[src/rtl/mips_ctrl_pkg.sv]
// Shared encodings for the multicycle MIPS controller and the ALU control decoder:
// FSM state codes, primary opcodes and ALUOp classes.
package mips_ctrl_pkg;

  typedef enum logic [3:0] {
    StFetch    = 4'd0,
    StDecode   = 4'd1,
    StMemAddr  = 4'd2,
    StMemRead  = 4'd3,
    StMemWb    = 4'd4,
    StMemWrite = 4'd5,
    StRExec    = 4'd6,
    StRWb      = 4'd7,
    StIExec    = 4'd8,
    StIWb      = 4'd9,
    StBranch   = 4'd10,
    StJump     = 4'd11,
    StIllegal  = 4'd12
  } state_e;

  localparam logic [5:0] OpRType = 6'b000000;
  localparam logic [5:0] OpLw    = 6'b100011;
  localparam logic [5:0] OpSw    = 6'b101011;
  localparam logic [5:0] OpAddi  = 6'b001000;
  localparam logic [5:0] OpAndi  = 6'b001100;
  localparam logic [5:0] OpOri   = 6'b001101;
  localparam logic [5:0] OpLui   = 6'b001111;
  localparam logic [5:0] OpBeq   = 6'b000100;
  localparam logic [5:0] OpBne   = 6'b000101;
  localparam logic [5:0] OpJ     = 6'b000010;

  localparam logic [2:0] AluR   = 3'b111;
  localparam logic [2:0] AluAdd = 3'b100;
  localparam logic [2:0] AluOr  = 3'b101;
  localparam logic [2:0] AluAnd = 3'b110;
  localparam logic [2:0] AluLui = 3'b000;
  localparam logic [2:0] AluSub = 3'b001;

  // ALU class for the immediate-format instructions; anything else falls back to ADD.
  function automatic logic [2:0] imm_alu_op(logic [5:0] op);
    logic [2:0] aop;
    case (op)
      OpAndi:  aop = AluAnd;
      OpOri:   aop = AluOr;
      OpLui:   aop = AluLui;
      default: aop = AluAdd;
    endcase
    return aop;
  endfunction

endpackage

[src/rtl/multicycle_control.sv]
// Multicycle MIPS main control FSM (Moore). Optional memory wait states in FETCH,
// MEM_READ and MEM_WRITE are enabled with the MEM_WAIT_EN macro.
module multicycle_control (
  input  logic       clk,
  input  logic       reset,
  input  logic [5:0] Opcode,
  input  logic       MemReady,
  output logic       IRWrite,
  output logic       PCWrite,
  output logic       BranchEQ,
  output logic       BranchNE,
  output logic       IorD,
  output logic       MemRead,
  output logic       MemWrite,
  output logic       MemtoReg,
  output logic       RegDst,
  output logic       RegWrite,
  output logic       ALUSrcA,
  output logic [1:0] ALUSrcB,
  output logic [1:0] PCSource,
  output logic [2:0] ALUOp,
  output logic       IllegalOp,
  output logic [3:0] State
);
  import mips_ctrl_pkg::*;

  state_e r_state;
  state_e w_next;
  logic   w_mem_ok;

`ifdef MEM_WAIT_EN
  assign w_mem_ok = MemReady;
`else
  logic w_unused_mem_ready;
  assign w_unused_mem_ready = MemReady;
  assign w_mem_ok = 1'b1;
`endif

  always_ff @(posedge clk or posedge reset) begin
    if (reset) begin
      r_state <= StFetch;
    end else begin
      r_state <= w_next;
    end
  end

  always_comb begin
    w_next = r_state;
    unique case (r_state)
      StFetch:    w_next = w_mem_ok ? StDecode : StFetch;
      StDecode: begin
        case (Opcode)
          OpRType:                      w_next = StRExec;
          OpLw, OpSw:                   w_next = StMemAddr;
          OpAddi, OpAndi, OpOri, OpLui: w_next = StIExec;
          OpBeq, OpBne:                 w_next = StBranch;
          OpJ:                          w_next = StJump;
          default:                      w_next = StIllegal;
        endcase
      end
      StMemAddr:  w_next = (Opcode == OpSw) ? StMemWrite : StMemRead;
      StMemRead:  w_next = w_mem_ok ? StMemWb : StMemRead;
      StMemWrite: w_next = w_mem_ok ? StFetch : StMemWrite;
      StRExec:    w_next = StRWb;
      StIExec:    w_next = StIWb;
      default:    w_next = StFetch;
    endcase
  end

  always_comb begin
    IRWrite   = 1'b0;
    PCWrite   = 1'b0;
    BranchEQ  = 1'b0;
    BranchNE  = 1'b0;
    IorD      = 1'b0;
    MemRead   = 1'b0;
    MemWrite  = 1'b0;
    MemtoReg  = 1'b0;
    RegDst    = 1'b0;
    RegWrite  = 1'b0;
    ALUSrcA   = 1'b0;
    ALUSrcB   = 2'b00;
    PCSource  = 2'b00;
    ALUOp     = AluAdd;
    IllegalOp = 1'b0;
    unique case (r_state)
      StFetch: begin
        MemRead = 1'b1;
        IRWrite = w_mem_ok;
        PCWrite = w_mem_ok;
        ALUSrcB = 2'b01;
      end
      StDecode:   ALUSrcB = 2'b11;
      StMemAddr: begin
        ALUSrcA = 1'b1;
        ALUSrcB = 2'b10;
      end
      StMemRead: begin
        MemRead = 1'b1;
        IorD    = 1'b1;
      end
      StMemWb: begin
        RegWrite = 1'b1;
        MemtoReg = 1'b1;
      end
      StMemWrite: begin
        MemWrite = 1'b1;
        IorD     = 1'b1;
      end
      StRExec: begin
        ALUSrcA = 1'b1;
        ALUOp   = AluR;
      end
      StRWb: begin
        RegDst   = 1'b1;
        RegWrite = 1'b1;
      end
      // Opcode comes from IR, which only loads in FETCH, so it is stable here.
      StIExec: begin
        ALUSrcA = 1'b1;
        ALUSrcB = 2'b10;
        ALUOp   = imm_alu_op(Opcode);
      end
      StIWb:      RegWrite = 1'b1;
      StBranch: begin
        ALUSrcA  = 1'b1;
        ALUOp    = AluSub;
        PCSource = 2'b01;
        BranchEQ = (Opcode == OpBeq);
        BranchNE = (Opcode == OpBne);
      end
      StJump: begin
        PCSource = 2'b10;
        PCWrite  = 1'b1;
      end
      StIllegal:  IllegalOp = 1'b1;
      default: ;
    endcase
  end

  assign State = r_state;

endmodule

[config.mk]
export PLATFORM = sky130hd
export DESIGN_NAME = multicycle_control
export DESIGN_NICKNAME = d
export VERILOG_FILES = /design/src/rtl/mips_ctrl_pkg.sv /design/src/rtl/multicycle_control.sv
export SDC_FILE = /design/constraint.sdc
export NUM_CORES = 1
export LEC_CHECK = 0
export CAP_MARGIN = 20
export CORE_MARGIN = 2
export CORE_UTILIZATION = 41
export DETAILED_ROUTE_END_ITERATION = 6
export PLACE_DENSITY = 0.83
export SLEW_MARGIN = 30
export SYNTH_ARGS = -nofsm -noshare
export SYNTH_HDL_FRONTEND = slang
export SYNTH_SLANG_ARGS = --single-unit
[constraint.sdc]
create_clock -name clk -period 4.26 [get_ports clk]
set_clock_uncertainty 0.1 [all_clocks]
set_input_delay 0.852 -clock clk [delete_from_list [all_inputs] [get_ports clk]]
set_output_delay 0.852 -clock clk [all_outputs]
set_load 0.05 [all_outputs]
==> results.toml <==
[status]
status = "complete, no violations"

[sta]
fin_crit_ns = 3.72
tns_ns = 0
hold_viol = 0
finalWorstSetupSlack_ns = 0.537
setup_viol = 0
rsz0062_at_grt = "no"
post-route-period-util = 0.874
tightest_slew_ns = 0.586
slew_headroom = 0.609
hold_ws_ns = 0.701
max_freq_mhz = 269
slew_violations = 0

[layout]
fin_nets = 119
largest_reg_flops = 4
area_growth_syn_to_layout_pct = 45.5
layout_common_cells = "26 x clkdlybuf4s50_1, 11 x nor2_1, 7 x nor3_1"
fill_cells = 127
n_antenna_cell = 0
final_common_cell = "clkdlybuf4s50_1"
final_layout_size_suffix_gt1_frac = 0.111

[worst_setup_path]
cp.required_ns = 3.31
reg2reg_depth = 3
r2r_end = "State[2]"
arrival_ns = 2.77
cp-startpoint = "Opcode[2]"
setup.worst_path.end_class = "output pin"
crit_path_cell_trace = "clkdlybuf4s50_1 > or3b_4 > nor2_1 > o21ai_1 > clkdlybuf4s50_1"
worstSetupPathType = "input pin to output pin"
crit_fanout = 6
crit_path_frequent_cell = "clkdlybuf4s50_1"
ff2ff_setup_slack_ns = 2.62
cp_slowest_stage_delay_ns = 0.73
reg2reg_from = "State[1]"
critical_path.slowest_cell = "clkdlybuf4s50_1"
start_kind = "input pin"

[power]
netSwitchingFraction = 0.610
powerDensity_mw_per_mm2 = 766
clock_power_share = 0.072
p_leak_nw = 0.313
p_comb_frac = 0.753
p_switching_uw = 411
seq_power_share = 0.175
vdd_drop_max_uv = 228
p_int_uw = 263

[yosys]
yosysTopAreaCellShare = 0.165
ys_types = 36
ys_warn_count = 0
syn_area_per_cell_sq_um = 7.12
ys.flop_type = "dfrtp_1"
syn_nets = 94
syn_inst = 85
ys_top_cells_by_area = "dfrtp_1 17%, nor2_1 6.8%, nor3_1 5.8%"
yosysTopAreaCell = "dfrtp_1"
synth-edff-count = 0
async_reset_ff_frac = 1.00
mappedNetlistArea_sq_um = 606
synth_seq_cells = 4
ys_seq_area_frac = 0.165

[routing]
vias_per_cell = 5.67
ant_nets = 0
wirelength_microns = 1560
vias = 698
detail_route.wl_per_cell_microns = 12.7
drc_errors = 0
drt-pass1-iter-count = 4
drtIter0Drc = 8

[clocking]
htreeDepth = 1
numCtsBuffers = 3
clkLatencyLatePin_ns = 0.24
cts_root_buf = "clkbuf_4"
cts_tree = "done"
cts_sinks = 4
cts_resized = 0
clockBufferDepth = 2
cts_setup_buffers = 0
holdBufCountCts = 0
cts.clk_slew.worst_paths_ns = 0.04

[place]
dp_hpwl_microns = 1130
dp_slack_ns = 0.539
port-buffer-count = 30
gp_congestion = 0.715

[die]
row_count = 13
core_sq_mm = 0.00133
start_util = 0.454
die_w_microns = 42.4
die_h_microns = 42.4
io_pins = 32
die-area_sq_mm = 0.00180

[job]
max-cap-violations = 0

[global_route]
grt.overflow.total = 0
grtUsageTotal = 0.197
grt_pass1_vias = 632
grt_max_degree = 21
grt_pass1_wl_microns = 2730
antenna_found_initial = 0

[min_path]
hp-class = "input pin to async pin"
## layer usage
metal	vias to the layer above	wire length [microns]	track usage
li1	354	-	-
met2	27	763	0.342
met3	2	103	0.0560
met5	-	0	0
met1	315	677	0.226
met4	0	17	0.0750
## through the flow
stage	instance area (sq um)	power (mW)	utilization	cells
finish	881	0.675	0.660	123
global route	881	0.719	0.660	123
CTS	881	0.677	0.660	123
detailed placement	858	0.627	0.644	120
global placement	858	0.618	0.644	120
floorplan	606	0.484	-	85
## critical path, delay by kind of cell
family / cells / cell delay [ns]
AO/OA/AOI/OAI: 1 / 0.07
buffers and inverters: 2 / 1.31
AND/OR/NAND/NOR: 2 / 0.54
## worst max path at each step
stage / endpoint
after floorplan: IRWrite
after global placement: ALUOp[2]
after detailed placement: ALUOp[2]
after CTS: ALUOp[2]
after global routing: ALUOp[2]
final: ALUOp[2]
## cells in the mapped netlist (2+ instances only)
cell,instances
nand2b_1,5
or3_1,2
nor4_1,3
o32ai_1,2
inv_1,3
nand2_1,5
nor2_1,11
dfrtp_1,4
nand3_1,3
xnor2_1,2
buf_2,6
nor4b_2,2
a21oi_1,5
nor3_1,7
o21ai_1,4
## area by class of cell
type	instances	area (sq um)	share of cell area
clock buffers	3	22.5	0.0256
inverters	3	11.3	0.0128
flip-flops and latches	4	100	0.114
repair buffers	30	290	0.330
well taps	15	18.8	0.0213
multi-input cells	68	438	0.497
## power groups by stage
stage               clock [mW]  combinational, mW  sequential, mW
global placement             0              0.503           0.116
CTS                     0.0490              0.510           0.118
floorplan                    0              0.378           0.107
detailed placement           0              0.509           0.118
finish                  0.0484              0.508           0.118
global route            0.0565              0.536           0.126
## cells by family after synthesis
| family | count (synthesis) | synth area share |
|---|---|---|
| compound gates | 19 | 0.200 |
| xor+xnor | 2 | 0.0289 |
| buf+inv | 13 | 0.112 |
| flops | 4 | 0.165 |
| mux | 1 | 0.0165 |
| simple gates | 46 | 0.477 |
(Power assumes the default switching activity.)
